$ cat src/rtl/risc_pkg.sv
// rtl/risc_pkg.sv - shared opcodes, phase encodings and FSM states for the RISC sequencer
package risc_pkg;

  localparam logic [2:0] HLT = 3'b000;
  localparam logic [2:0] SKZ = 3'b001;
  localparam logic [2:0] ADD = 3'b010;
  localparam logic [2:0] AND = 3'b011;
  localparam logic [2:0] XOR = 3'b100;
  localparam logic [2:0] LDA = 3'b101;
  localparam logic [2:0] STO = 3'b110;
  localparam logic [2:0] JMP = 3'b111;

  localparam logic [2:0] INST_ADDR  = 3'd0;
  localparam logic [2:0] INST_FETCH = 3'd1;
  localparam logic [2:0] INST_LOAD  = 3'd2;
  localparam logic [2:0] IDLE       = 3'd3;
  localparam logic [2:0] OP_ADDR    = 3'd4;
  localparam logic [2:0] OP_FETCH   = 3'd5;
  localparam logic [2:0] ALU_OP     = 3'd6;
  localparam logic [2:0] STORE      = 3'd7;

  typedef enum logic [1:0] {
    RUN    = 2'd0,
    HALTED = 2'd1,
    LOAD   = 2'd2
  } state_t;

  typedef struct packed {
    logic sel;
    logic rd;
    logic ld_ir;
    logic halt;
    logic inc_pc;
    logic ld_ac;
    logic ld_pc;
    logic wr;
    logic data_e;
  } strobes_t;

  function automatic logic is_aluop(input logic [2:0] op);
    return (op == ADD) || (op == AND) || (op == XOR) || (op == LDA);
  endfunction

endpackage

$ cat src/rtl/risc_ctrl_decode.sv
// rtl/risc_ctrl_decode.sv - combinational strobe generator from state, phase and latched opcode
module risc_ctrl_decode
  import risc_pkg::*;
(
  input  state_t     i_state,
  input  logic [2:0] i_phase,
  input  logic [2:0] i_op_q,
  input  logic       i_zero,
  input  logic       i_load_in,
  output strobes_t   o_strb
);

  logic w_alu;
  assign w_alu = is_aluop(i_op_q);

  always_comb begin
    o_strb = '0;
    // Program-load mode silences every strobe in the cycle it is requested.
    if (!i_load_in) begin
      case (i_state)
        RUN: begin
          case (i_phase)
            INST_ADDR:  o_strb.sel = 1'b1;
            INST_FETCH: begin o_strb.sel = 1'b1; o_strb.rd = 1'b1; end
            INST_LOAD,
            IDLE:       begin o_strb.sel = 1'b1; o_strb.rd = 1'b1; o_strb.ld_ir = 1'b1; end
            OP_ADDR: begin
              o_strb.inc_pc = 1'b1;
              o_strb.halt   = (i_op_q == HLT);
            end
            OP_FETCH:   o_strb.rd = w_alu;
            ALU_OP: begin
              o_strb.rd     = w_alu;
              o_strb.inc_pc = (i_op_q == SKZ) && i_zero;
              o_strb.ld_pc  = (i_op_q == JMP);
              o_strb.data_e = (i_op_q == STO);
            end
            default: begin
              o_strb.rd     = w_alu;
              o_strb.ld_ac  = w_alu;
              o_strb.ld_pc  = (i_op_q == JMP);
              o_strb.wr     = (i_op_q == STO);
              o_strb.data_e = (i_op_q == STO);
            end
          endcase
        end
        HALTED:  o_strb.halt = 1'b1;
        default: o_strb = '0;
      endcase
    end
  end

endmodule

$ cat src/rtl/risc_sequencer.sv
// rtl/risc_sequencer.sv - eight-phase instruction sequencer with halt/resume, program-load hold and retire counter
module risc_sequencer
  import risc_pkg::*;
#(
  parameter int CNT_WIDTH = 16
) (
  input  logic                 clock,
  input  logic                 reset,
  input  logic                 load_in,
  input  logic                 start,
  input  logic [2:0]           opcode,
  input  logic                 zero,
  output logic                 sel,
  output logic                 rd,
  output logic                 ld_ir,
  output logic                 halt,
  output logic                 inc_pc,
  output logic                 ld_ac,
  output logic                 ld_pc,
  output logic                 wr,
  output logic                 data_e,
  output logic [2:0]           alu_op,
  output logic [2:0]           phase,
  output logic                 busy,
  output logic [CNT_WIDTH-1:0] instr_retired
);

  state_t               r_state;
  logic [2:0]           r_phase;
  logic [2:0]           r_op_q;
  logic [CNT_WIDTH-1:0] r_retired;

  state_t     w_state_nxt;
  logic [2:0] w_phase_nxt;
  logic [2:0] w_op_nxt;
  logic       w_retire;
  strobes_t   w_strb;

  always_comb begin
    w_state_nxt = r_state;
    w_phase_nxt = r_phase;
    w_op_nxt    = r_op_q;
    w_retire    = 1'b0;
    if (load_in) begin
      w_state_nxt = LOAD;
      w_phase_nxt = INST_ADDR;
    end else begin
      case (r_state)
        RUN: begin
          w_phase_nxt = r_phase + 3'd1;
          if (r_phase == IDLE) w_op_nxt = opcode;
          if (r_phase == STORE) w_retire = 1'b1;
          // HLT retires as it enters HALTED; PC was already bumped in OP_ADDR.
          if ((r_phase == OP_ADDR) && (r_op_q == HLT)) begin
            w_state_nxt = HALTED;
            w_phase_nxt = INST_ADDR;
            w_retire    = 1'b1;
          end
        end
        HALTED: begin
          if (start) begin
            w_state_nxt = RUN;
            w_phase_nxt = INST_ADDR;
          end
        end
        default: begin
          w_state_nxt = RUN;
          w_phase_nxt = INST_ADDR;
        end
      endcase
    end
  end

  always_ff @(posedge clock or posedge reset) begin
    if (reset) begin
      r_state   <= RUN;
      r_phase   <= INST_ADDR;
      r_op_q    <= HLT;
      r_retired <= '0;
    end else begin
      r_state   <= w_state_nxt;
      r_phase   <= w_phase_nxt;
      r_op_q    <= w_op_nxt;
      r_retired <= r_retired + CNT_WIDTH'(w_retire);
    end
  end

  risc_ctrl_decode u_decode (
    .i_state   (r_state),
    .i_phase   (r_phase),
    .i_op_q    (r_op_q),
    .i_zero    (zero),
    .i_load_in (load_in),
    .o_strb    (w_strb)
  );

  assign sel           = w_strb.sel;
  assign rd            = w_strb.rd;
  assign ld_ir         = w_strb.ld_ir;
  assign halt          = w_strb.halt;
  assign inc_pc        = w_strb.inc_pc;
  assign ld_ac         = w_strb.ld_ac;
  assign ld_pc         = w_strb.ld_pc;
  assign wr            = w_strb.wr;
  assign data_e        = w_strb.data_e;
  assign alu_op        = r_op_q;
  assign phase         = r_phase;
  assign busy          = (r_state == RUN);
  assign instr_retired = r_retired;

endmodule

$ cat config.mk
export PLATFORM = sky130hd
export DESIGN_NAME = risc_sequencer
export DESIGN_NICKNAME = d
export VERILOG_FILES = /design/src/rtl/risc_pkg.sv /design/src/rtl/risc_ctrl_decode.sv /design/src/rtl/risc_sequencer.sv
export SDC_FILE = /design/constraint.sdc
export NUM_CORES = 1
export LEC_CHECK = 0
export CAP_MARGIN = 30
export CORE_MARGIN = 10
export CORE_UTILIZATION = 41
export CTS_CLUSTER_DIAMETER = 100
export DETAILED_ROUTE_END_ITERATION = 6
export PLACE_DENSITY = 0.78
export SETUP_SLACK_MARGIN = 0.4
export SLEW_MARGIN = 20
export SYNTH_ARGS = -nofsm -noshare
export SYNTH_HDL_FRONTEND = slang
export SYNTH_HIERARCHICAL = 1
export SYNTH_SLANG_ARGS = --single-unit
$ cat constraint.sdc
create_clock -name clock -period 1.8 [get_ports clock]
set_input_delay 0.27 -clock clock [delete_from_list [all_inputs] [get_ports clock]]
set_output_delay 0.27 -clock clock [all_outputs]
set_load 0.05 [all_outputs]
# Yosys cells after proc, flatten, opt, wreduce, memory -nomap -nowiden
# Index checks and enable logic that the tools add are counted.
dict set report classes {
  eq_ne 17
  reduce_logical 16
  n_addsub 2
  mux 25
  n_bitwise 1
}
# cell count
set op_table {}
lappend op_table {{$eq 3x3->1 const B} 8}
lappend op_table {{$add 16x1->16} 1}
lappend op_table {{$eq 3x2->1 const B} 4}
lappend op_table {{$mux 3} 4}
lappend op_table {{$mux 1} 11}
lappend op_table {{$mux 9} 1}
lappend op_table {{$reduce_or 7->1} 1}
lappend op_table {{$eq 3x1->1 const B} 2}
lappend op_table {{$logic_not 3->1} 2}
lappend op_table {{$mux 2} 3}
lappend op_table {{$pmux 1 s2} 3}
lappend op_table {{$pmux 3 s2} 1}
lappend op_table {{$reduce_or 6->1} 1}
lappend op_table {{$mux 5} 1}
lappend op_table {{$pmux 2 s2} 1}
lappend op_table {{$reduce_or 2->1} 2}
lappend op_table {{$reduce_or 4->1} 1}
lappend op_table {{$add 3x1->3 const B} 1}
lappend op_table {{$logic_or 1x1->1} 3}
lappend op_table {{$ne 3x2->1 const B} 1}
lappend op_table {{$ne 3x3->1 const B} 1}
lappend op_table {{$reduce_and 3->1} 1}
lappend op_table {{$reduce_or 3->1} 1}
lappend op_table {{$eq 2x1->1 const B} 1}
lappend op_table {{4 further kinds} 5}
dict set report totals {
  input_bits 8
  regBits 24
  elab_cells 65
}

# Logic depth before layout (Yosys ltp)
dict set report logic_depth {
  word_depth 7
  depth_mapped 10
}

# Modules after synthesis
# Netlist, hierarchy kept.
# module cells_per_inst seq_area_each_um2 area_each_um2 instances
set modules_own_cells {}
lappend modules_own_cells {risc_sequencer 92 600.6 1124.8 1}
lappend modules_own_cells {risc_ctrl_decode 22 0.0 136.4 1}

# Worst setup path before layout
# No wires, ideal clock.
dict set report synth_timing {
  path_type {register to output}
  start {reg r_op_q[1], in the netlist alu_op[1]}
  end {out inc_pc}
  setup_slack_ns -1.201
  arrival_ns 2.731
  path_stages_with_launch 3
  t_required_ns 1.530
  cell_sequence {dfrtp_1 -> nand4bb_1 -> a2111oi_1}
}
dict set report synth_via {
  elab_chain_len 5
}
# element line
set synth_rtl {}
lappend synth_rtl {{start, declared} risc_sequencer.sv:30} ;# logic [2:0] r_op_q;
lappend synth_rtl {{start signal, assigned} risc_sequencer.sv:83} ;# r_op_q <= w_op_nxt;
lappend synth_rtl {{$eq 3x1->1} risc_ctrl_decode.sv:34} ;# o_strb.inc_pc = (i_op_q == SKZ) && i_zero;
lappend synth_rtl {{$logic_and 1x1->1} risc_ctrl_decode.sv:34}
lappend synth_rtl {{$pmux 1 s2} risc_ctrl_decode.sv:22} ;# case (i_phase)
lappend synth_rtl {{$mux 5} risc_ctrl_decode.sv:20} ;# case (i_state)
lappend synth_rtl {{$mux 9} risc_ctrl_decode.sv:19} ;# if (!i_load_in) begin
lappend synth_rtl {{end, declared} risc_sequencer.sv:17} ;# output logic inc_pc,
# No other way between the ends.

# Worst setup path after layout
dict set report layout_timing {
  start {reg r_phase[1], in the netlist phase[1]}
  end {reg r_retired[11], in the netlist instr_retired[11]}
}
dict set report layout_via {
  elab_chain_len 6
  elab_cells_between_ends 8
  classes_between {add/sub (1); eq/ne (2); mux (4); reduce/logical (1)}
}
# element line
set layout_rtl {}
lappend layout_rtl {{start, declared} risc_sequencer.sv:29} ;# logic [2:0] r_phase;
lappend layout_rtl {{start signal, assigned} risc_sequencer.sv:82} ;# r_phase <= w_phase_nxt;
lappend layout_rtl {{$eq 3x3->1 (on tied branches)} {risc_sequencer.sv:52, risc_sequencer.sv:54}}
lappend layout_rtl {{$mux 1 or $logic_and 1x1->1 (tied branches)} {risc_sequencer.sv:52, risc_sequencer.sv:54}}
lappend layout_rtl {{$mux 1 *} risc_sequencer.sv:54} ;# if ((r_phase == OP_ADDR) && (r_op_q == HLT)) begin
lappend layout_rtl {{$mux 1 *} risc_sequencer.sv:48} ;# case (r_state)
lappend layout_rtl {{$mux 1 *} risc_sequencer.sv:44} ;# if (load_in) begin
lappend layout_rtl {{$add 16x1->16 *} risc_sequencer.sv:84} ;# r_retired <= r_retired + CNT_WIDTH'(w_retire);
lappend layout_rtl {{end signal, assigned} risc_sequencer.sv:84}
lappend layout_rtl {{end, declared} risc_sequencer.sv:31} ;# logic [CNT_WIDTH-1:0] r_retired;
# Every way passes the cells marked *; elsewhere a longest branch is shown, timed or not.
# A chain may end at the register's enable or synchronous reset.

==> impl_results.md <==
* Status: finished with violations
* Failing checks: setup timing
* Leak pwr at 0.00124 uW
* Core Util, Final at 0.881
* Die Y at 75.5 um
* Worst reg2reg endpoint: instr_retired[11]$_DFF_PP0_
* GP Congestion at 0.825
* Port Buffers at 39
* Final worst slack at -0.312 ns
* Slowest CP cell: dfrtp_2
* Worst hold-check path type: in -> async
* Core area at 3000 um^2
* Fmax at 473 MHz
* Avg WL per Cell at 23.2 um
* Filler cells at 129
* Post-route DRC at 0
* WS Path Type: reg -> reg
* Critical Path Max Stage Delay at 0.46 ns
* Clock Tree Buf Depth at 2
* Clock sink count at 24
* Hold-fix buffers, CTS at 0
* Largest net degree at the start of global routing at 16
* Skew final at 0.0157 ns
* Critical path, cell by cell: inv_2 > ha_4 > nand2b_4 > nor4_4 > o21a_1 > ha_4 > nand3_4 > nor4_4 > xor2_1
* Cells after Synth at 114
* CTS tree: built
* Final Max Tran Viols at 0
* Count of nets after finishing at 209
* Share of cells above drive strength 1 at 0.716
* Overall global routing resource usage at 0.155
* Post-synthesis sequential area ratio at 0.476
* Crit end category: flip-flop
* Measured slew at the worst slew-check pin at 0.424 ns
* Pre-CTS setup slack at -0.261 ns
* Yosys warning total at 6
* Die ar. at 5690 um^2
* Crit path launch type: flip-flop
* Dpl hpwl at 2760 um
* Vias in the first global route at 1293
* RSZ-0062 raised after global routing: true
* Die extent in x at 75.5 um
* Final wirelength at 5260 um
* Area grow syn2layout at 110%
* Starting Density at 0.420
* Period minus WS final at 2.11 ns
* Final hold vios at 0
* # diodes at 0
* Crit-path max FO at 4
* 1st-pass router iterations at 4
* Worst EP arrival at 2.39 ns
* Post-Syn Area at 1260 um^2
* IO Pins at 40
* Normalized max-slew margin at 0.717
* PD cells at 477 nW/um^2
* Via density at 5.57
* 1st-iter DRT viols at 109
* Worst R2R Path Depth at 9
* WP data required at 2.07 ns
* Synth Register Bits at 24
* RR Startpoint: phase[1]$_DFFE_PP0P_
* Root Buffer: clkbuf_4
* Skew-Pair Late Insertion Delay at 0.33 ns
* Number of distinct library cells after synthesis at 31
* Max cap viols at 0
* Overall via count from detail_route at 1265
* Initial antenna violation count at 0
* Syn Area/Cell at 11.1 um^2
* Final period utilization at 1.17
* Clock slew at reported path FFs at 0.15 ns
* Global-route wire length before repair at 6660 um
* Total power at 1260 uW
* TritonCTS Buffers at 3
* Reg2reg setup slack at -0.31 ns
* DRT antenna net count at 0
* Net Count, Synth at 128
* Setup_tns at -5.10 ns
* Final setup vio count at 23
* H-Tree Depth at 1
* Max VDD drop at 755 uV
* Row count at 20
* Grt ovf at 0
worst max path at each step:
stage	cells after the start	from	slack (ns)	end
CTS	4	phase[1]$_DFFE_PP0P_	-0.20	ld_ac
detailed placement	5	load_in	-0.26	inc_pc
finish	9	phase[1]$_DFFE_PP0P_	-0.31	instr_retired[11]$_DFF_PP0_
global route	10	phase[1]$_DFFE_PP0P_	-0.44	instr_retired[12]$_DFF_PP0_
floorplan	10	phase[1]$_DFFE_PP0P_	-0.22	instr_retired[12]$_DFF_PP0_
global placement	4	load_in	-0.23	ld_ac
kinds of logic (layout without fill, tap and decap cells):
kind of cell	Yosys count	in the layout	synth area share
buf+inv	11	91	0.0337
flops	24	24	0.476
compound gates	8	8	0.0536
fa+ha+maj	6	6	0.0595
simple gates	47	47	0.246
xor+xnor	15	15	0.104
mux	3	3	0.0268
state kept, by name, summed over array words and instances (netlist names):
name           flops
r_state            2
instr_retired     16
alu_op             3
phase              3
Yosys cell counts:
cell       count  area share
or3_1          2      0.0099
nor3_1         5       0.020
a211oi_1       1      0.0060
nor4_2         4       0.040
a22o_1         1      0.0069
o22a_1         1      0.0069
nor4_1         4       0.020
nor2_1         9       0.027
nor4b_1        1      0.0069
mux2_2         3       0.027
nand3_2        3       0.024
o21a_1         1      0.0060
nand3_1        3       0.012
buf_2          1      0.0040
or4b_1         1      0.0079
xnor2_1        5       0.035
o31ai_1        2       0.012
ha_1           6       0.060
nor4b_2        1       0.012
inv_1          9       0.027
nand4_2        1      0.0099
xor2_1        10       0.069
dfrtp_1       24        0.48
clkbuf_1       1      0.0030
nand4bb_1      1      0.0089
a32o_1         1      0.0079
nor3_2         1      0.0079
nand2b_1       1      0.0050
nand4_1        3       0.015
a2111oi_1      1      0.0079
nand2_1        7       0.021
through the flow:
step	area, um^2	hold slack [ns]	instances
floorplan	1450	0.284	114
detailed placement	2020	0.477	199
CTS	2370	0.203	213
finish	2650	0.216	227
global placement	2020	0.458	199
global route	2650	0.219	227
where the power goes:
part	internal, uW	switching, uW
Combinational	135	161
Clock	226	174
Sequential	552	13.5
layout make-up:
cell class,count,area (um^2),area share
clock buffer,3,22.5,0.00851
multi-input combinational,79,1060,0.401
sequential,24,618,0.234
inverter,9,33.8,0.0128
clock inverter,1,30.0,0.0113
timing repair buffer,78,840,0.317
tap,33,41.3,0.0156
cell usage in the layout, fill, tap and decap left out, types with 8 or more instances in the layout:
cell type	netlist	layout
buf_4	0	37
buf_6	0	18
dfrtp_1	24	14
xor2_1	10	10
buf_12	0	10
nor4_4	0	8
dfrtp_2	0	8
critical path, delay by kind of cell (launching register included):
family,cells,cell delay (ns)
AND/OR/NAND/NOR,4,0.79
flip-flops,1,0.46
XOR/XNOR,1,0.17
adder cells (fa/ha/maj),2,0.32
buffers and inverters,1,0.08
AO/OA/AOI/OAI,1,0.22
timing repair:
action	in CTS	in global routing
gates cloned	0	0
setup buffers	10	14
setup endpoints to repair	35	40
resized for setup	46	34
pin swaps	11	13
routing by layer:
metal	vias to the layer above	part of all wire	GRT usage
met3	15	0.043	0.0430
met2	35	0.54	0.280
met4	0	0.033	0.0392
met1	647	0.38	0.175
met5	-	0	0
li1	568	-	-
Note: power is estimated with default switching activity, not from simulation.
